**config.mk**
```make
export PLATFORM = sky130hd
export DESIGN_NAME = mem_access_ctrl_flat
export DESIGN_NICKNAME = d
export VERILOG_FILES = /design/src/rtl/mem_access_ctrl_pkg.sv /design/src/rtl/mem_access_ctrl_if.sv /design/src/rtl/mem_access_ctrl_lane.sv /design/src/rtl/mem_access_ctrl.sv /design/src/flat_wrapper.sv
export SDC_FILE = /design/constraint.sdc
export NUM_CORES = 1
export LEC_CHECK = 0
export ABC_CLOCK_PERIOD_IN_PS = 2120
export BUFFER_PORTS_ARGS = -buffer_cell sky130_fd_sc_hd__buf_2
export CORE_MARGIN = 3
export CORE_UTILIZATION = 45
export CTS_BUF_LIST = sky130_fd_sc_hd__clkbuf_8
export DETAILED_ROUTE_END_ITERATION = 10
export PLACE_DENSITY = 0.75
export SETUP_SLACK_MARGIN = 0.3
export SLEW_MARGIN = 10
export SYNTH_ARGS = -nofsm -noshare
export SYNTH_HDL_FRONTEND = slang
export SYNTH_SLANG_ARGS = --single-unit
```
**constraint.sdc**
```tcl
create_clock -name clk_in -period 2.12 [get_ports clk_in]
set_input_delay 0.212 -clock clk_in [delete_from_list [all_inputs] [get_ports clk_in]]
set_output_delay 0.212 -clock clk_in [all_outputs]
set_load 0.01 [all_outputs]
```
**src/rtl/mem_access_ctrl_pkg.sv**
```systemverilog
// Shared types and constants for the load/store sequencer.
// Misaligned-access trap option: MEM_ACCESS_CTRL_MISALIGN_TRAP_EN.
package memory_system_pkg;

    typedef enum logic [1:0] {
        BYTE = 2'b00,
        HALF = 2'b01,
        WORD = 2'b10
    } mem_size_e;

    typedef enum logic [2:0] {
        IDLE,
        LD_ADDR,
        LD_DATA,
        RMW_ADDR,
        RMW_DATA,
        ST_WRITE
    } mem_ctrl_state_e;

    // Accept-to-response latency in cycles per access kind.
    localparam int MEM_LD_LATENCY  = 3;
    localparam int MEM_ST_LATENCY  = 2;
    localparam int MEM_RMW_LATENCY = 4;

    // Half needs addr[0]=0, word needs addr[1:0]=0.
    function automatic logic is_misaligned(mem_size_e size, logic [1:0] lo);
        return ((size == HALF) && lo[0]) ||
               ((size == WORD) && (lo != 2'b00));
    endfunction

endpackage

```
**src/rtl/mem_access_ctrl_if.sv**
```systemverilog
// Request/response and memory-controller bundle of the sequencer.
// Adds rsp_fault_out when MEM_ACCESS_CTRL_MISALIGN_TRAP_EN is defined.
interface mem_access_ctrl_if #(
    parameter int ADDR_WIDTH = 32,
    parameter int IDX_WIDTH  = 5
);
    logic                  req_valid_in;
    logic                  req_ready_out;
    logic                  req_we_in;
    logic [1:0]            req_size_in;
    logic                  req_unsigned_in;
    logic [ADDR_WIDTH-1:0] req_addr_in;
    logic [31:0]           req_wr_data_in;
    logic [IDX_WIDTH-1:0]  req_rd_idx_in;
    logic                  rsp_valid_out;
    logic [31:0]           rsp_data_out;
    logic [IDX_WIDTH-1:0]  rsp_rd_idx_out;
    logic                  rsp_we_out;
    logic [ADDR_WIDTH-1:0] mem_addr_out;
    logic [31:0]           mem_wr_data_out;
    logic [31:0]           mem_rd_data_in;
    logic                  mem_we_out;
`ifdef MEM_ACCESS_CTRL_MISALIGN_TRAP_EN
    logic                  rsp_fault_out;

    modport slave (
        input  req_valid_in, req_we_in, req_size_in, req_unsigned_in,
        input  req_addr_in, req_wr_data_in, req_rd_idx_in, mem_rd_data_in,
        output req_ready_out, rsp_valid_out, rsp_data_out, rsp_rd_idx_out,
        output rsp_we_out, mem_addr_out, mem_wr_data_out, mem_we_out,
        output rsp_fault_out
    );

    modport master (
        output req_valid_in, req_we_in, req_size_in, req_unsigned_in,
        output req_addr_in, req_wr_data_in, req_rd_idx_in, mem_rd_data_in,
        input  req_ready_out, rsp_valid_out, rsp_data_out, rsp_rd_idx_out,
        input  rsp_we_out, mem_addr_out, mem_wr_data_out, mem_we_out,
        input  rsp_fault_out
    );
`else
    modport slave (
        input  req_valid_in, req_we_in, req_size_in, req_unsigned_in,
        input  req_addr_in, req_wr_data_in, req_rd_idx_in, mem_rd_data_in,
        output req_ready_out, rsp_valid_out, rsp_data_out, rsp_rd_idx_out,
        output rsp_we_out, mem_addr_out, mem_wr_data_out, mem_we_out
    );

    modport master (
        output req_valid_in, req_we_in, req_size_in, req_unsigned_in,
        output req_addr_in, req_wr_data_in, req_rd_idx_in, mem_rd_data_in,
        input  req_ready_out, rsp_valid_out, rsp_data_out, rsp_rd_idx_out,
        input  rsp_we_out, mem_addr_out, mem_wr_data_out, mem_we_out
    );
`endif

endinterface

```
**src/rtl/mem_access_ctrl_lane.sv**
```systemverilog
// Byte/half lane extraction for loads and lane merge for sub-word stores.
// Little-endian: byte lane = addr[1:0], half lane = addr[1].
module mem_lane_align
    import memory_system_pkg::*;
(
    input  logic [31:0] i_word,
    input  logic [1:0]  i_addr_lo,
    input  mem_size_e   i_size,
    input  logic        i_unsigned,
    input  logic [31:0] i_st_data,
    output logic [31:0] o_ld_data,
    output logic [31:0] o_st_word
);

    logic [7:0]  w_byte;
    logic [15:0] w_half;

    // Select the addressed lane, extend it, and splice store data into it.
    always_comb begin
        w_byte    = i_word[{i_addr_lo, 3'b000} +: 8];
        w_half    = i_addr_lo[1] ? i_word[31:16] : i_word[15:0];
        o_ld_data = i_word;
        o_st_word = i_word;
        unique case (i_size)
            BYTE: begin
                o_ld_data = {{24{w_byte[7] & ~i_unsigned}}, w_byte};
                o_st_word[{i_addr_lo, 3'b000} +: 8] = i_st_data[7:0];
            end
            HALF: begin
                o_ld_data = {{16{w_half[15] & ~i_unsigned}}, w_half};
                if (i_addr_lo[1]) begin
                    o_st_word[31:16] = i_st_data[15:0];
                end else begin
                    o_st_word[15:0] = i_st_data[15:0];
                end
            end
            default: begin
                o_ld_data = i_word;
                o_st_word = i_st_data;
            end
        endcase
    end

endmodule

```
**src/rtl/mem_access_ctrl.sv**
```systemverilog
// Load/store sequencer between execute stage and single-port memory.
// Optional misaligned-access trap: define MEM_ACCESS_CTRL_MISALIGN_TRAP_EN.
module mem_access_ctrl
    import memory_system_pkg::*;
#(
    parameter int ADDR_WIDTH = 32,
    parameter int IDX_WIDTH  = 5
)
(
    input logic         clk_in,
    input logic         rst_high_in,
    mem_access_ctrl_if.slave bus
);

    mem_ctrl_state_e       r_state, w_state_nxt;
    mem_size_e             r_size;
    logic                  r_uns;
    logic [1:0]            r_addr_lo;
    logic [31:0]           r_wdata;
    logic [IDX_WIDTH-1:0]  r_idx;

    logic                  r_rsp_valid, w_rsp_valid;
    logic [31:0]           r_rsp_data, w_rsp_data;
    logic [IDX_WIDTH-1:0]  r_rsp_idx, w_rsp_idx;
    logic                  r_rsp_we, w_rsp_we;
    logic [ADDR_WIDTH-1:0] r_mem_addr, w_mem_addr;
    logic [31:0]           r_mem_wdata, w_mem_wdata;
    logic                  r_mem_we, w_mem_we;

    logic                  w_accept;
    logic                  w_misalign;
    mem_size_e             w_req_size;
    logic [ADDR_WIDTH-1:0] w_req_waddr;
    logic [31:0]           w_ld_data;
    logic [31:0]           w_st_word;

    assign w_accept    = bus.req_valid_in && (r_state == IDLE);
    assign w_req_size  = mem_size_e'(bus.req_size_in);
    assign w_req_waddr = {bus.req_addr_in[ADDR_WIDTH-1:2], 2'b00};

`ifdef MEM_ACCESS_CTRL_MISALIGN_TRAP_EN
    logic r_rsp_fault, w_rsp_fault;
    assign w_misalign        = is_misaligned(w_req_size, bus.req_addr_in[1:0]);
    assign bus.rsp_fault_out = r_rsp_fault;
`else
    assign w_misalign = 1'b0;
`endif

    mem_lane_align u_lane (
        .i_word     (bus.mem_rd_data_in),
        .i_addr_lo  (r_addr_lo),
        .i_size     (r_size),
        .i_unsigned (r_uns),
        .i_st_data  (r_wdata),
        .o_ld_data  (w_ld_data),
        .o_st_word  (w_st_word)
    );

    // Next state and next values of every registered output.
    always_comb begin
        w_state_nxt = r_state;
        w_rsp_valid = 1'b0;
        w_rsp_data  = '0;
        w_rsp_idx   = '0;
        w_rsp_we    = 1'b0;
        w_mem_addr  = r_mem_addr;
        w_mem_wdata = r_mem_wdata;
        w_mem_we    = 1'b0;
`ifdef MEM_ACCESS_CTRL_MISALIGN_TRAP_EN
        w_rsp_fault = 1'b0;
`endif
        unique case (r_state)
            IDLE: begin
                w_mem_addr  = '0;
                w_mem_wdata = '0;
                if (w_accept) begin
                    if (w_misalign) begin
                        w_rsp_valid = 1'b1;
                        w_rsp_idx   = bus.req_rd_idx_in;
                        w_rsp_we    = bus.req_we_in;
`ifdef MEM_ACCESS_CTRL_MISALIGN_TRAP_EN
                        w_rsp_fault = 1'b1;
`endif
                    end else if (!bus.req_we_in) begin
                        w_state_nxt = LD_ADDR;
                        w_mem_addr  = w_req_waddr;
                    end else if (w_req_size == WORD) begin
                        w_state_nxt = ST_WRITE;
                        w_mem_addr  = w_req_waddr;
                        w_mem_wdata = bus.req_wr_data_in;
                        w_mem_we    = 1'b1;
                    end else begin
                        w_state_nxt = RMW_ADDR;
                        w_mem_addr  = w_req_waddr;
                    end
                end
            end
            LD_ADDR: w_state_nxt = LD_DATA;
            LD_DATA: begin
                w_state_nxt = IDLE;
                w_rsp_valid = 1'b1;
                w_rsp_data  = w_ld_data;
                w_rsp_idx   = r_idx;
                w_mem_addr  = '0;
            end
            RMW_ADDR: w_state_nxt = RMW_DATA;
            RMW_DATA: begin
                w_state_nxt = ST_WRITE;
                w_mem_wdata = w_st_word;
                w_mem_we    = 1'b1;
            end
            ST_WRITE: begin
                w_state_nxt = IDLE;
                w_rsp_valid = 1'b1;
                w_rsp_idx   = r_idx;
                w_rsp_we    = 1'b1;
                w_mem_addr  = '0;
                w_mem_wdata = '0;
            end
            default: begin
                w_state_nxt = IDLE;
                w_mem_addr  = '0;
                w_mem_wdata = '0;
            end
        endcase
    end

    // State, captured request fields and registered outputs.
    always_ff @(posedge clk_in) begin
        if (rst_high_in) begin
            r_state     <= IDLE;
            r_size      <= BYTE;
            r_uns       <= 1'b0;
            r_addr_lo   <= '0;
            r_wdata     <= '0;
            r_idx       <= '0;
            r_rsp_valid <= 1'b0;
            r_rsp_data  <= '0;
            r_rsp_idx   <= '0;
            r_rsp_we    <= 1'b0;
            r_mem_addr  <= '0;
            r_mem_wdata <= '0;
            r_mem_we    <= 1'b0;
`ifdef MEM_ACCESS_CTRL_MISALIGN_TRAP_EN
            r_rsp_fault <= 1'b0;
`endif
        end else begin
            r_state     <= w_state_nxt;
            r_rsp_valid <= w_rsp_valid;
            r_rsp_data  <= w_rsp_data;
            r_rsp_idx   <= w_rsp_idx;
            r_rsp_we    <= w_rsp_we;
            r_mem_addr  <= w_mem_addr;
            r_mem_wdata <= w_mem_wdata;
            r_mem_we    <= w_mem_we;
`ifdef MEM_ACCESS_CTRL_MISALIGN_TRAP_EN
            r_rsp_fault <= w_rsp_fault;
`endif
            if (w_accept) begin
                r_size    <= w_req_size;
                r_uns     <= bus.req_unsigned_in;
                r_addr_lo <= bus.req_addr_in[1:0];
                r_wdata   <= bus.req_wr_data_in;
                r_idx     <= bus.req_rd_idx_in;
            end
        end
    end

    assign bus.req_ready_out   = (r_state == IDLE);
    assign bus.rsp_valid_out   = r_rsp_valid;
    assign bus.rsp_data_out    = r_rsp_data;
    assign bus.rsp_rd_idx_out  = r_rsp_idx;
    assign bus.rsp_we_out      = r_rsp_we;
    assign bus.mem_addr_out    = r_mem_addr;
    assign bus.mem_wr_data_out = r_mem_wdata;
    assign bus.mem_we_out      = r_mem_we;

endmodule

```
**src/flat_wrapper.sv**
```systemverilog
// flat-port wrapper written by rule: the top's interface ports become plain ports
module mem_access_ctrl_flat import memory_system_pkg::*;
#(
    parameter int ADDR_WIDTH = 32,
    parameter int IDX_WIDTH  = 5
)
  (clk_in, rst_high_in, bus_req_valid_in, bus_req_we_in, bus_req_size_in, bus_req_unsigned_in, bus_req_addr_in, bus_req_wr_data_in, bus_req_rd_idx_in, bus_mem_rd_data_in, bus_req_ready_out, bus_rsp_valid_out, bus_rsp_data_out, bus_rsp_rd_idx_out, bus_rsp_we_out, bus_mem_addr_out, bus_mem_wr_data_out, bus_mem_we_out);
  mem_access_ctrl_if #(.ADDR_WIDTH(ADDR_WIDTH), .IDX_WIDTH(IDX_WIDTH)) bus_i ();
  input logic clk_in;
  input logic rst_high_in;
  input wire logic [$bits(bus_i.req_valid_in)-1:0] bus_req_valid_in;
  input wire logic [$bits(bus_i.req_we_in)-1:0] bus_req_we_in;
  input wire logic [$bits(bus_i.req_size_in)-1:0] bus_req_size_in;
  input wire logic [$bits(bus_i.req_unsigned_in)-1:0] bus_req_unsigned_in;
  input wire logic [$bits(bus_i.req_addr_in)-1:0] bus_req_addr_in;
  input wire logic [$bits(bus_i.req_wr_data_in)-1:0] bus_req_wr_data_in;
  input wire logic [$bits(bus_i.req_rd_idx_in)-1:0] bus_req_rd_idx_in;
  input wire logic [$bits(bus_i.mem_rd_data_in)-1:0] bus_mem_rd_data_in;
  output wire logic [$bits(bus_i.req_ready_out)-1:0] bus_req_ready_out;
  output wire logic [$bits(bus_i.rsp_valid_out)-1:0] bus_rsp_valid_out;
  output wire logic [$bits(bus_i.rsp_data_out)-1:0] bus_rsp_data_out;
  output wire logic [$bits(bus_i.rsp_rd_idx_out)-1:0] bus_rsp_rd_idx_out;
  output wire logic [$bits(bus_i.rsp_we_out)-1:0] bus_rsp_we_out;
  output wire logic [$bits(bus_i.mem_addr_out)-1:0] bus_mem_addr_out;
  output wire logic [$bits(bus_i.mem_wr_data_out)-1:0] bus_mem_wr_data_out;
  output wire logic [$bits(bus_i.mem_we_out)-1:0] bus_mem_we_out;
  assign bus_i.req_valid_in = bus_req_valid_in;
  assign bus_i.req_we_in = bus_req_we_in;
  assign bus_i.req_size_in = bus_req_size_in;
  assign bus_i.req_unsigned_in = bus_req_unsigned_in;
  assign bus_i.req_addr_in = bus_req_addr_in;
  assign bus_i.req_wr_data_in = bus_req_wr_data_in;
  assign bus_i.req_rd_idx_in = bus_req_rd_idx_in;
  assign bus_i.mem_rd_data_in = bus_mem_rd_data_in;
  assign bus_req_ready_out = bus_i.req_ready_out;
  assign bus_rsp_valid_out = bus_i.rsp_valid_out;
  assign bus_rsp_data_out = bus_i.rsp_data_out;
  assign bus_rsp_rd_idx_out = bus_i.rsp_rd_idx_out;
  assign bus_rsp_we_out = bus_i.rsp_we_out;
  assign bus_mem_addr_out = bus_i.mem_addr_out;
  assign bus_mem_wr_data_out = bus_i.mem_wr_data_out;
  assign bus_mem_we_out = bus_i.mem_we_out;
  mem_access_ctrl #(.ADDR_WIDTH(ADDR_WIDTH), .IDX_WIDTH(IDX_WIDTH)) u_core (.clk_in(clk_in), .rst_high_in(rst_high_in), .bus(bus_i));
endmodule
```
Word level (Yosys, flattened, before mapping)
Index checks and enable logic that the tools add are counted.

cells by class
  bitwise logic cells = 5
  divide/modulo/power cells = 0
  shift operators = 3
  $lt $le $gt $ge = 0
  mux-type cells = 22
  reductions and logical operators = 8
  add/sub/neg operators = 1
  multipliers = 0
  equality and inequality tests = 8

operator list
  cell                                                   count
  case mux 32 bit (2 select lines)                       3
  two-way mux 32 bit                                     4
  case mux 32 bit (3 select lines)                       1
  two-way mux 16 bit                                     3
  bitwise mux 32 bit                                     1
  variable shift 8 x 7 -> 32 bit, first input constant   1
  indexed part select 32 x 6 -> 8 bit                    1
  indexed part select 8 x 7 -> 32 bit                    1
  case mux 3 bit (4 select lines)                        1
  two-way mux 3 bit                                      3
  negation 5 -> 7 bit                                    1
  equality test 3 x 2 -> 1 bit, second input constant    2
  equality test 3 bit, second input constant             2
  OR reduction 2 bit                                     3
  OR reduction 3 bit                                     2
  two-way mux 1 bit                                      5
  equality test 3 x 1 -> 1 bit, second input constant    1
  logical NOT 3 bit                                      1
  inverter 1 bit                                         3
  AND 1 bit                                              2
  equality test 2 x 1 -> 1 bit, second input constant    1
  equality test 2 bit, second input constant             1
  logical NOT 2 bit                                      1
  inequality test 2 x 1 -> 1 bit, second input constant  1
  other kinds (2)                                        2

word-level totals
  input port bits = 108
  bits in registers = 149
  memories = 0
  output and inout port bits = 105
  bits in latches = 0
  memory bits (read-only) = 0
  memory bits (writable) = 0

Depth between registers and ports, before layout
Gate-level depths: netlist (run 1).

  word-level depth = 5
  mapped depth = 9

By module
Synthesis (run 1) repeated with hierarchy kept, for this count alone.

unflattened totals
  cells, all modules = 881
  area, all modules = 7065.5 um2

by module, submodules not included
  module           times used  area each (um2)  cells an instance
  mem_access_ctrl  1           5495.3           646
  mem_lane_align   1           1570.3           235

Worst setup path after synthesis (run 1)
Ideal clock, no wire load.

  path kind = register -> register
  from = reg u_core.r_addr_lo[1]
  to = reg u_core.r_mem_wdata[0], in the netlist u_core.bus.mem_wr_data_out[0]
  stages on the path, launching flop included = 8
  data arrival time = 1.968 ns
  period minus slack after synthesis = 2.037 ns
  slack = 0.083 ns
  data required time = 2.051 ns
  setup time = 0.069 ns
  cells stage by stage = dfxtp_1 buf_4 buf_4 inv_1 ha_1 nor3_1 o221ai_1 o21ai_1

between the ends
  cells in the longest elaborated chain, start to end = 5
  elaborated cells on any way between the ends = 7
  those cells by class = add/sub (1); shift (2); mux (4)

ends and longest elaborated chain
  item                                                                                          RTL line                    source
  from (decl)                                                                                   mem_access_ctrl.sv:18       logic [1:0] r_addr_lo;
  from (signal assigned)                                                                        mem_access_ctrl.sv:162      r_addr_lo <= bus.req_addr_in[1:0];
  negation 5 -> 7 bit                                                                           mem_access_ctrl_lane.sv:27  o_st_word[{i_addr_lo, 3'b000} +: 8] = i_st_data[7:0];
  indexed part select 8 x 7 -> 32 bit / variable shift 8 x 7 -> 32 bit (equally long branches)  mem_access_ctrl_lane.sv:27
  bitwise mux 32 bit                                                                            mem_access_ctrl_lane.sv:27
  case mux 32 bit (2 select lines) (*)                                                          mem_access_ctrl_lane.sv:24  unique case (i_size)
  case mux 32 bit (3 select lines) (*)                                                          mem_access_ctrl.sv:72       unique case (r_state)
  to (signal assigned)                                                                          mem_access_ctrl.sv:154      r_mem_wdata <= w_mem_wdata;
  to (decl)                                                                                     mem_access_ctrl.sv:27       logic [31:0] r_mem_wdata, w_mem_wdata;

Mark *: on every way between the ends. The rest lies on a longest branch, timed or not.
A chain may end at the register's enable or synchronous reset.

Final worst setup path (run 1)
  from = reg u_core.r_addr_lo[1]
  to = reg u_core.r_mem_wdata[28], in the netlist u_core.bus.mem_wr_data_out[28]

Same word-level chain as after synthesis.

==> results of run 1 <==
-- cells by family after synthesis --
| group | count (synthesis) | synth area share |
|---|---|---|
| compound gates | 258 | 0.281 |
| fa+ha+maj | 5 | 0.00959 |
| mux | 15 | 0.0253 |
| simple gates | 228 | 0.163 |
| buf+inv | 95 | 0.0700 |
| other cells | 1 | 0.000575 |
| flops | 147 | 0.451 |
-- worst max-delay path, stage by stage (launching register included) --
cell,delay (ps)
dfxtp_2,380
buf_12,170
inv_4,60
ha_4,320
nor4b_4,60
buf_4,170
a221oi_1,350
o22ai_1,150
-- routing by layer --
layer,up-vias,wire (um),global-route usage
met5,-,0,0
met4,0,533,0.107
met3,38,2140,0.0707
met2,376,9510,0.394
met1,3111,8920,0.344
li1,3223,-,-
-- layout make-up --
cell class / count / area, um^2 / area share
well taps: 180 / 225 / 0.0258
repair buffers: 291 / 1840 / 0.211
multi-input cells: 508 / 3190 / 0.366
clock buffers: 21 / 289 / 0.0331
inverters: 30 / 115 / 0.0132
flip-flops and latches: 147 / 2950 / 0.338
clock inverters: 11 / 110 / 0.0126
-- power groups by stage --
stage                     combinational [W]  sequential (W)  clock (W)
after floorplan                    0.000827         0.00308          0
after global placement              0.00124         0.00308          0
after detailed placement            0.00126         0.00308          0
after CTS                           0.00135         0.00302    0.00222
after global routing                0.00153         0.00304    0.00235
final                               0.00139         0.00303    0.00219
-- path summary, 6_finish.rpt --
kind,slack [ps],from,to,cells after the start
setup reg to reg,330,u_core.r_addr_lo[1]$_SDFFE_PP0P_,u_core.bus.mem_wr_data_out[28]$_SDFFE_PP0N_,7
hold / removal,20,bus_req_addr_in[6],u_core.bus.mem_addr_out[6]$_SDFFE_PP0N_,3
setup / recovery,330,u_core.r_addr_lo[1]$_SDFFE_PP0P_,u_core.bus.mem_wr_data_out[28]$_SDFFE_PP0N_,7
hold reg to reg,450,u_core.r_idx[3]$_SDFFE_PP0P_,u_core.r_idx[3]$_SDFFE_PP0P_,2
-- flip-flops by register name (all words and copies together) (netlist names), 2 cells and up --
signal,cells
u_core.bus.mem_addr_out,30
u_core.bus.mem_wr_data_out,32
u_core.bus.rsp_data_out,32
u_core.bus.rsp_rd_idx_out,5
u_core.r_addr_lo,2
u_core.r_idx,5
u_core.r_size,2
u_core.r_state,3
u_core.r_wdata,32
-- stage by stage --
step | std cells | setup WS [ps] | power, W | cell area [um^2]
3_5_place_dp | 1098 | 247 | 0.00434 | 7690
6_report | 1188 | 325 | 0.00661 | 8720
4_1_cts | 1185 | 317 | 0.00660 | 8650
2_1_floorplan | 750 | 337 | 0.00391 | 6570
5_1_grt | 1188 | 271 | 0.00692 | 8720
3_3_place_gp | 1098 | 299 | 0.00433 | 7690
-- what timing repair did --
action / CTS / global route
pin swaps: 0 / 0
endpoints found under the hold margin: 55 / 1
endpoints found under the setup margin: 47 / 37
hold buffers: 55 / 1
buffers inserted: 0 / 1
gates resized for setup: 4 / 6
gates cloned: 0 / 1
-- layout by cell type, fill, tap and decap left out, types with 21 or more instances in the layout --
cell type	n
a32oi_1	27
clkbuf_8	21
dlygate4sd3_1	56
o221ai_1	24
nand2_1	139
dfxtp_1	143
a21oi_1	64
buf_4	23
buf_2	209
inv_1	29
a22oi_1	30
o21ai_0	31
nor2_1	47
==> reports/qor.yml, run 1 <==
finalHoldViolCount: 0
maxCapViolCount: 0
syn_area_mm2: 0.00653
final.min_clock_period_ps: 1790
max-slew-margin-rel: 0.599
port_buffers: 210
ir_worst_vdd_uv: 746
worst_pin_slew_ps: 601
dr.first_iter.drc_count: 633
finalNetCount: 1108
p_leak_nw: 3.69
antenna_found_initial: 0
synth_top_area_cell: "dfxtp_1"
rows: 43
synth_top_area_share: 0.451
synth_edf_count: 0
vias: 6748
cts_tree: "built"
cts-buffers-inserted: 17
comb_power_share: 0.211
start_util: 0.465
p_clk_frac: 0.331
end_kind: "register"
switching_share: 0.301
finClkSkew_ps: 5.67
drc: 0
cp_max_fo: 19
clk_pin_slew_ps: 80
die_w_um: 126
tns_ps: 0
clock-sinks: 147
p_int_w: 0.00462
synthTopCellsByCount: "147 x dfxtp_1, 139 x nand2_1, 64 x a21oi_1"
drv_slew: 0
grt_max_degree: 68
hp-class: "input pin to register"
root_buffer: "clkbuf_8"
synth_most_common_cell: "dfxtp_1"
seqPwrFrac: 0.458
core_area_mm2: 0.0140
cts-htree-levels: 4
die-area_mm2: 0.0160
yosysWarnings: 0
syn_to_final_growth_pct: 33.6
cp-start-kind: "register"
final_core_util: 0.621
overflow: 0
setup-violations-final: 0
fmaxAchievable_mhz: 557
grt_pass1_vias: 6304
n_antenna_cell: 0
power_density_mw_per_mm2: 758
synth-seq-cells: 147
via_per_inst: 5.68
crit_type: "register to register"
synthCells: 749
die_h_um: 126
detail_route.wl_per_cell_um: 17.8
grt_pass1_wl_um: 33200
synth_area_leaders: "dfxtp_1 45%, nand2_1 8.0%, a21oi_1 4.9%"
routed_wirelength_um: 21100
clkLatencyLatePin_ps: 450
num-fill-cells: 1228
grt_use_total: 0.257
finalCritPeriodShare: 0.846
ys_types: 58
cts_max_path_buffers: 2
crit_arrival_ps: 2120
avgSynthCellArea_um2: 8.71
required_ps: 2450
async_reset_ff_frac: 0
drive_above_1_share: 0.313
status: "finished clean"
whs_ps: 16.0
ys_seq_area_frac: 0.451
place.gp.congestion: 0.907
switchingPower_w: 0.00199
rsz0062_at_grt: "true"
drt_pass1_iterations: 6
io_pins: 213
synth-main-ff-cell: "dfxtp_1"
drtAntennaViolNets: 0
dp.final_hpwl_um: 14500
Note: power is estimated with default switching activity, not from simulation.
==> run 2, diff against run 1 <==
--- a/config.mk
+++ b/config.mk
@@ -5,13 +5,14 @@
 export SDC_FILE = /design/constraint.sdc
 export NUM_CORES = 1
 export LEC_CHECK = 0
-export ABC_CLOCK_PERIOD_IN_PS = 2120
+export ABC_AREA = 1
+export ABC_CLOCK_PERIOD_IN_PS = 1780
 export BUFFER_PORTS_ARGS = -buffer_cell sky130_fd_sc_hd__buf_2
 export CORE_MARGIN = 3
 export CORE_UTILIZATION = 45
 export CTS_BUF_LIST = sky130_fd_sc_hd__clkbuf_8
 export DETAILED_ROUTE_END_ITERATION = 10
-export PLACE_DENSITY = 0.75
+export PLACE_DENSITY = 0.71
 export SETUP_SLACK_MARGIN = 0.3
 export SLEW_MARGIN = 10
 export SYNTH_ARGS = -nofsm -noshare
==> constraint.sdc (replaced) <==
create_clock -name clk_in -period 1.78 [get_ports clk_in]
set_input_delay 0.178 -clock clk_in [delete_from_list [all_inputs] [get_ports clk_in]]
set_output_delay 0.178 -clock clk_in [all_outputs]
set_load 0.01 [all_outputs]
==> reports/qor.yml, run 2 <==
status: "finished clean"  # unchanged
grt_use_total: 0.289  # was 0.257
synth_edf_count: 0  # unchanged
synth_area_leaders: "dfxtp_1 40%, nand2_1 21%, a21oi_1 9.0%"  # was dfxtp_1 45%, nand2_1 8.0%, a21oi_1 4.9%
synth_most_common_cell: "nand2_1"  # was dfxtp_1
yosys.area_share.xor_xnor: 0  # unchanged
switching_share: 0.369  # was 0.301
synthAdderAreaFrac: 0.00856  # was 0.00959
finClkSkew_ps: 19.1  # was 5.67 ps
cp_max_fo: 5  # was 19
die_h_um: 133  # was 126 um
hp-class: "input pin to register"  # unchanged
antenna_found_initial: 1  # was 0
drc: 0  # unchanged
synthCells: 1116  # was 749
start_util: 0.470  # was 0.465
yosysWarnings: 0  # unchanged
cts-htree-levels: 4  # unchanged
cpPeakStageDelay_ps: 370  # was 380 ps
synth_compound_area_frac: 0.187  # was 0.281
root_buffer: "clkbuf_8"  # unchanged
grt_max_degree: 63  # was 68
p_int_w: 0.00599  # was 0.00462 W
p_leak_nw: 5.09  # was 3.69 nW
synth_top_area_share: 0.403  # was 0.451
synth-main-ff-cell: "dfxtp_1"  # unchanged
dp.final_hpwl_um: 17300  # was 14500 um
syn_area_mm2: 0.00731  # was 0.00653 mm^2
mostFrequentLayoutCells: "364 x nand2_1, 209 x buf_2, 141 x dfxtp_1"  # was 209 x buf_2, 143 x dfxtp_1, 139 x nand2_1
worst_pin_slew_ps: 1040  # was 601 ps
final_core_util: 0.700  # was 0.621
synth-seq-cells: 147  # unchanged
overflow: 0  # unchanged
finalCritPeriodShare: 0.952  # was 0.846
syn_to_final_growth_pct: 48.7  # was 33.6%
vias: 8693  # was 6748
cts-buffers-inserted: 17  # unchanged
die-area_mm2: 0.0178  # was 0.0160 mm^2
power_w: 0.00950  # was 0.00661 W
die_w_um: 133  # was 126 um
cp_common_cell: "nor2_4"
finalHoldViolCount: 0  # unchanged
final.min_clock_period_ps: 1690  # was 1790 ps
place_ws_ps: 135  # was 247 ps
drt_pass1_iterations: 5  # was 6
fmaxAchievable_mhz: 590  # was 557 MHz
synth.area.mux_share: 0  # was 0.0253
required_ps: 2110  # was 2450 ps
ys_seq_area_frac: 0.403  # was 0.451
io_pins: 213  # unchanged
crit_type: "register to register"  # unchanged
rows: 45  # was 43
synth_simple_gate_area_frac: 0.305  # was 0.163
detail_route.wl_per_cell_um: 17.5  # was 17.8 um
drive_above_1_share: 0.324  # was 0.313
clkLatencyLatePin_ps: 480  # was 450 ps
max-slew-margin-rel: 0.298  # was 0.599
final_common_cell: "nand2_1"  # was buf_2
cts_tree: "built"  # unchanged
crit_family: "buffers and inverters"  # was compound AO/OA/AOI/OAI gates
end_kind: "register"  # unchanged
clk_pin_slew_ps: 80  # about the same
cp-start-kind: "register"  # unchanged
crit_path_top_delay_cell: "dfxtp_4"  # was dfxtp_2
maxCapViolCount: 0  # unchanged
cp_num_buf_inv: 3  # unchanged
avgSynthCellArea_um2: 6.55  # was 8.71 um^2
p_clk_frac: 0.245  # was 0.331
ir_worst_vdd_uv: 616  # was 746 uV
drtAntennaViolNets: 0  # unchanged
dr.first_iter.drc_count: 738  # was 633
ys_types: 38  # was 58
comb_power_share: 0.365  # was 0.211
place.gp.congestion: 0.926  # was 0.907
synthTopCellsByCount: "405 x nand2_1, 147 x dfxtp_1, 131 x a21oi_1"  # was 147 x dfxtp_1, 139 x nand2_1, 64 x a21oi_1
cts_max_path_buffers: 2  # unchanged
worst_slack_ps: 85.3  # was 325 ps
port_buffers: 210  # unchanged
power_density_mw_per_mm2: 874  # was 758 mW/mm^2
rsz0062_at_grt: "true"  # unchanged
drv_slew: 0  # unchanged
clock-sinks: 147  # unchanged
synth_top_family_by_area: "simple AND/OR/NAND/NOR gates"  # was compound AO/OA/AOI/OAI gates
whs_ps: 16.0  # about the same
grt_pass1_wl_um: 41100  # was 33200 um
crit_arrival_ps: 2020  # was 2120 ps
finalNetCount: 1534  # was 1108
routed_wirelength_um: 28800  # was 21100 um
core_area_mm2: 0.0155  # was 0.0140 mm^2
switchingPower_w: 0.00350  # was 0.00199 W
via_per_inst: 5.29  # was 5.68
dpl-instance-area_mm2: 0.00866  # was 0.00769 mm^2
worstPathCellList: "nor2_4 > nand2_4 > nor2_4 > buf_6 > clkinvlp_4 > clkbuf_16 > nand2_1 > a21oi_1"  # was buf_12 > inv_4 > ha_4 > nor4b_4 > buf_4 > a221oi_1 > o22ai_1
grt_pass1_vias: 8021  # was 6304
async_reset_ff_frac: 0  # unchanged
setup-violations-final: 0  # unchanged
fin_area_mm2: 0.0109  # was 0.00872 mm^2
synth_top_area_cell: "dfxtp_1"  # unchanged
seqPwrFrac: 0.389  # was 0.458
run 2: cell count changes in the layout (fill, tap and decap cells not counted), moves of 19 or more:
cell / change
inv_1: +61
nand2_1: +225
a22oi_1: -30
o21ai_2: +33
nand3_1: +19
buf_6: +20
nor2_1: +37
nand2_2: +31
a32oi_1: -27
a21oi_1: +56
run 2: cell families after synthesis:
group	after synthesis
AO/OA/AOI/OAI	245
adder cells (fa/ha/maj)	5
buffers and inverters	162
flip-flops	147
other	1
AND/OR/NAND/NOR	556
run 2: layout make-up:
| type | count | area (um^2) |
|---|---|---|
| fillers | 1295 | 4670 |
| diodes | 1 | 2.50 |
| flip-flops and latches | 147 | 2960 |
| inverters | 102 | 429 |
| clock inverters | 9 | 42.5 |
| clock buffers | 21 | 289 |
| well taps | 211 | 264 |
| repair inverters | 1 | 7.51 |
| repair buffers | 342 | 2650 |
| multi-input cells | 810 | 4220 |
run 2: stage by stage:
stage	TNS, ps	cells
CTS	0	1620
finish	0	1644
global placement	0	1504
floorplan	0	1117
global route	-5.16	1644
detailed placement	0	1504
run 2: per-layer routing:
layer | vias up | track usage | part of all wire
met2 | 479 | 0.454 | 0.46
met5 | - | 0 | 0
met3 | 88 | 0.0793 | 0.099
met4 | 0 | 0.147 | 0.039
li1 | 4150 | - | -
met1 | 3976 | 0.366 | 0.40
run 2: power by group through the flow:
stage | logic [W] | registers (W) | clock network [W]
CTS | 0.00283 | 0.00365 | 0.00234
floorplan | 0.00154 | 0.00375 | 0
detailed placement | 0.00240 | 0.00371 | 0
global route | 0.00371 | 0.00372 | 0.00249
global placement | 0.00239 | 0.00371 | 0
finish | 0.00347 | 0.00370 | 0.00233
run 2: final timing paths:
kind / start / end / slack, ps / depth (start not counted)
worst min-delay path: bus_mem_rd_data_in[18] / u_core.bus.rsp_data_out[18]$_SDFF_PP0_ / 20 / 3
worst max-delay path: u_core.r_state[1]$_SDFFE_PP0P_ / u_core.r_wdata[13]$_SDFFE_PP0P_ / 90 / 8
worst max register to register: u_core.r_state[1]$_SDFFE_PP0P_ / u_core.r_wdata[13]$_SDFFE_PP0P_ / 90 / 8
worst min register to register: u_core.r_idx[0]$_SDFFE_PP0P_ / u_core.bus.rsp_rd_idx_out[0]$_SDFF_PP0_ / 440 / 2
run 2: worst register-to-register path: stages, from the launching register on:
cell and delay (ps):
dfxtp_4 370, nor2_4 170, nand2_4 80, nor2_4 180, buf_6 140, clkinvlp_4 240
clkbuf_16 270, nand2_1 60, a21oi_1 60
run 2: what timing repair did:
| action | CTS | global route |
|---|---|---|
| endpoints found under the hold margin | 65 | 3 |
| resized for setup | 33 | 180 |
| gates cloned | 6 | 12 |
| endpoints found under the setup margin | 93 | 138 |
| pin swaps | 18 | 39 |
| hold buffers | 65 | 3 |
| buffers inserted | 15 | 8 |
==> run 3, diff against run 2 <==
--- a/config.mk
+++ b/config.mk
@@ -8,11 +8,12 @@
 export ABC_AREA = 1
 export ABC_CLOCK_PERIOD_IN_PS = 1780
 export BUFFER_PORTS_ARGS = -buffer_cell sky130_fd_sc_hd__buf_2
+export CORE_ASPECT_RATIO = 1.2
 export CORE_MARGIN = 3
 export CORE_UTILIZATION = 45
 export CTS_BUF_LIST = sky130_fd_sc_hd__clkbuf_8
 export DETAILED_ROUTE_END_ITERATION = 10
-export PLACE_DENSITY = 0.71
+export PLACE_DENSITY = 0.81
 export SETUP_SLACK_MARGIN = 0.3
 export SLEW_MARGIN = 10
 export SYNTH_ARGS = -nofsm -noshare
==> reports/qor.yml, run 3 (synthesis gave the netlist of run 2 again) <==
die_h_um: 146  # was 133 um
comb_power_share: 0.324  # was 0.365
timing.rr.start: "u_core.r_addr_lo[0]$_SDFFE_PP0P_"  # was u_core.r_state[1]$_SDFFE_PP0P_
maxCapViolCount: 0  # unchanged
finClkSkew_ps: 15.7  # was 19.1 ps
drtAntennaViolNets: 0  # unchanged
clkLatencyLatePin_ps: 470  # was 480 ps
power_w: 0.00928  # was 0.00950 W
crit_family: "simple AND/OR/NAND/NOR gates"  # was buffers and inverters
finalNetCount: 1517  # was 1534
cts-buffers-inserted: 17  # unchanged
place_ws_ps: 138  # was 135 ps
p_leak_nw: 4.85  # was 5.09 nW
whs_path_depth: 3  # unchanged
cpPeakStageDelay_ps: 370  # about the same
drt_pass1_iterations: 6  # was 5
drive_above_1_share: 0.275  # was 0.324
rsz0062_at_grt: "true"  # unchanged
cts_max_path_buffers: 2  # unchanged
r2r_end: "u_core.bus.mem_wr_data_out[8]$_SDFFE_PP0N_"  # was u_core.r_wdata[13]$_SDFFE_PP0P_
syn_to_final_growth_pct: 40.1  # was 48.7%
switching_share: 0.358  # was 0.369
power_density_mw_per_mm2: 906  # was 874 mW/mm^2
start_util: 0.464  # was 0.470
crit_arrival_ps: 2050  # was 2020 ps
vias: 8402  # was 8693
cp_max_fo: 8  # was 5
ir_worst_vdd_uv: 617  # was 616 uV
antenna_found_initial: 0  # was 1
rows: 50  # was 45
required_ps: 2180  # was 2110 ps
die-area_mm2: 0.0178  # about the same
port_buffers: 210  # unchanged
place.gp.congestion: 0.968  # was 0.926
hp-class: "input pin to register"  # unchanged
die_w_um: 122  # was 133 um
seqPwrFrac: 0.394  # was 0.389
final_common_cell: "nand2_1"  # unchanged
grt_pass1_vias: 7871  # was 8021
cts-htree-levels: 4  # unchanged
cp_num_buf_inv: 1  # was 3
io_pins: 213  # unchanged
cp_common_cell: "nand2_1"  # was nor2_4
reg2reg_depth: 10  # was 8
setup-violations-final: 0  # unchanged
worst_slack_ps: 125  # was 85.3 ps
mostFrequentLayoutCells: "399 x nand2_1, 209 x buf_2, 141 x dfxtp_1"  # was 364 x nand2_1, 209 x buf_2, 141 x dfxtp_1
crit_path_top_delay_cell: "dfxtp_4"  # unchanged
clock-sinks: 147  # unchanged
reg2reg_slack_ps: 130  # was 90 ps
worstHoldEndpoint: "u_core.r_wdata[28]$_SDFFE_PP0P_"  # was u_core.bus.rsp_data_out[18]$_SDFF_PP0_
tns_ps: 0  # unchanged
core_area_mm2: 0.0158  # was 0.0155 mm^2
end_kind: "register"  # unchanged
clk_pin_slew_ps: 90  # was 80 ps
via_per_inst: 5.17  # was 5.29
crit_start: "u_core.r_addr_lo[0]$_SDFFE_PP0P_"  # was u_core.r_state[1]$_SDFFE_PP0P_
fmaxAchievable_mhz: 604  # was 590 MHz
dp.final_hpwl_um: 17400  # was 17300 um
grt_max_degree: 79  # was 63
finalCritPeriodShare: 0.930  # was 0.952
final_core_util: 0.650  # was 0.700
finalHoldViolCount: 0  # unchanged
overflow: 0  # unchanged
final.min_clock_period_ps: 1650  # was 1690 ps
detail_route.wl_per_cell_um: 16.2  # was 17.5 um
p_int_w: 0.00596  # was 0.00599 W
grt_use_total: 0.280  # was 0.289
grt_pass1_wl_um: 39700  # was 41100 um
dr.first_iter.drc_count: 844  # was 738
worstPathCellList: "clkinvlp_4 > ha_4 > nand2_2 > nor2_4 > nand2_1 > nand2_1 > nand2_1 > nand2_1 > nand2_1 > a21oi_2"  # was nor2_4 > nand2_4 > nor2_4 > buf_6 > clkinvlp_4 > clkbuf_16 > nand2_1 > a21oi_1
status: "finished clean"  # unchanged
routed_wirelength_um: 26300  # was 28800 um
n_antenna_cell: 0  # was 1
p_clk_frac: 0.282  # was 0.245
drv_slew: 0  # unchanged
drc: 0  # unchanged
root_buffer: "clkbuf_8"  # unchanged
cp-start-kind: "register"  # unchanged
num-fill-cells: 1407  # was 1295
crit_type: "register to register"  # unchanged
hp-start: "bus_req_wr_data_in[28]"  # was bus_mem_rd_data_in[18]
cts_tree: "built"  # unchanged
switchingPower_w: 0.00332  # was 0.00350 W
==> run 3: stage by stage <==
step / hold WS [ps] / cell area [um^2] / instances
2_1_floorplan: 302 / 7390 / 1117
3_3_place_gp: 421 / 8690 / 1506
3_5_place_dp: 427 / 8690 / 1506
4_1_cts: 0.178 / 9860 / 1611
5_1_grt: 6.71 / 10200 / 1625
6_report: 14.5 / 10200 / 1625
==> run 3: layer usage <==
metal / global-route usage / wire (um) / vias up
li1: - / - / 4100
met1: 0.349 / 9850 / 3776
met2: 0.456 / 13000 / 447
met3: 0.0684 / 2440 / 79
met4: 0.123 / 1010 / 0
met5: 0 / 0 / -
==> run 3: worst max path at each step <==
stage	depth (start not counted)	end
floorplan	12	u_core.bus.mem_wr_data_out[10]$_SDFFE_PP0N_
global route	11	u_core.bus.mem_wr_data_out[10]$_SDFFE_PP0N_
global placement	10	u_core.bus.mem_wr_data_out[15]$_SDFFE_PP0N_
CTS	10	u_core.bus.mem_wr_data_out[8]$_SDFFE_PP0N_
finish	10	u_core.bus.mem_wr_data_out[8]$_SDFFE_PP0N_
detailed placement	10	u_core.bus.mem_wr_data_out[15]$_SDFFE_PP0N_
==> run 3: area by class of cell <==
| cell class | instances | area [um^2] | share of cell area |
|---|---|---|---|
| Multi-Input combinational cell | 809 | 3890 | 0.380 |
| Sequential cell | 147 | 2960 | 0.289 |
| Timing Repair Buffer | 327 | 2330 | 0.228 |
| Inverter | 102 | 412 | 0.0402 |
| Tap cell | 208 | 260 | 0.0254 |
| Clock buffer | 18 | 248 | 0.0242 |
| Clock inverter | 14 | 138 | 0.0134 |
==> run 3: repair_timing <==
action,in CTS,in global routing
resized for setup,28,62
setup endpoints to repair,87,121
hold endpoints to repair,64,1
pin swaps,16,16
hold buffers,64,1
buffers inserted,9,6
gates cloned,0,7
==> run 3: power groups by stage <==
stage / clock (W) / sequential [W] / combinational (W)
4_1_cts: 0.00266 / 0.00365 / 0.00260
3_3_place_gp: 0 / 0.00371 / 0.00234
2_1_floorplan: 0 / 0.00375 / 0.00154
5_1_grt: 0.00280 / 0.00368 / 0.00326
3_5_place_dp: 0 / 0.00372 / 0.00236
6_report: 0.00262 / 0.00366 / 0.00300
==> run 3: tightest hold or removal path, cell delays in order <==
cell     delay [ps]
buf_2           100
nand2_1          80
a21oi_1          70
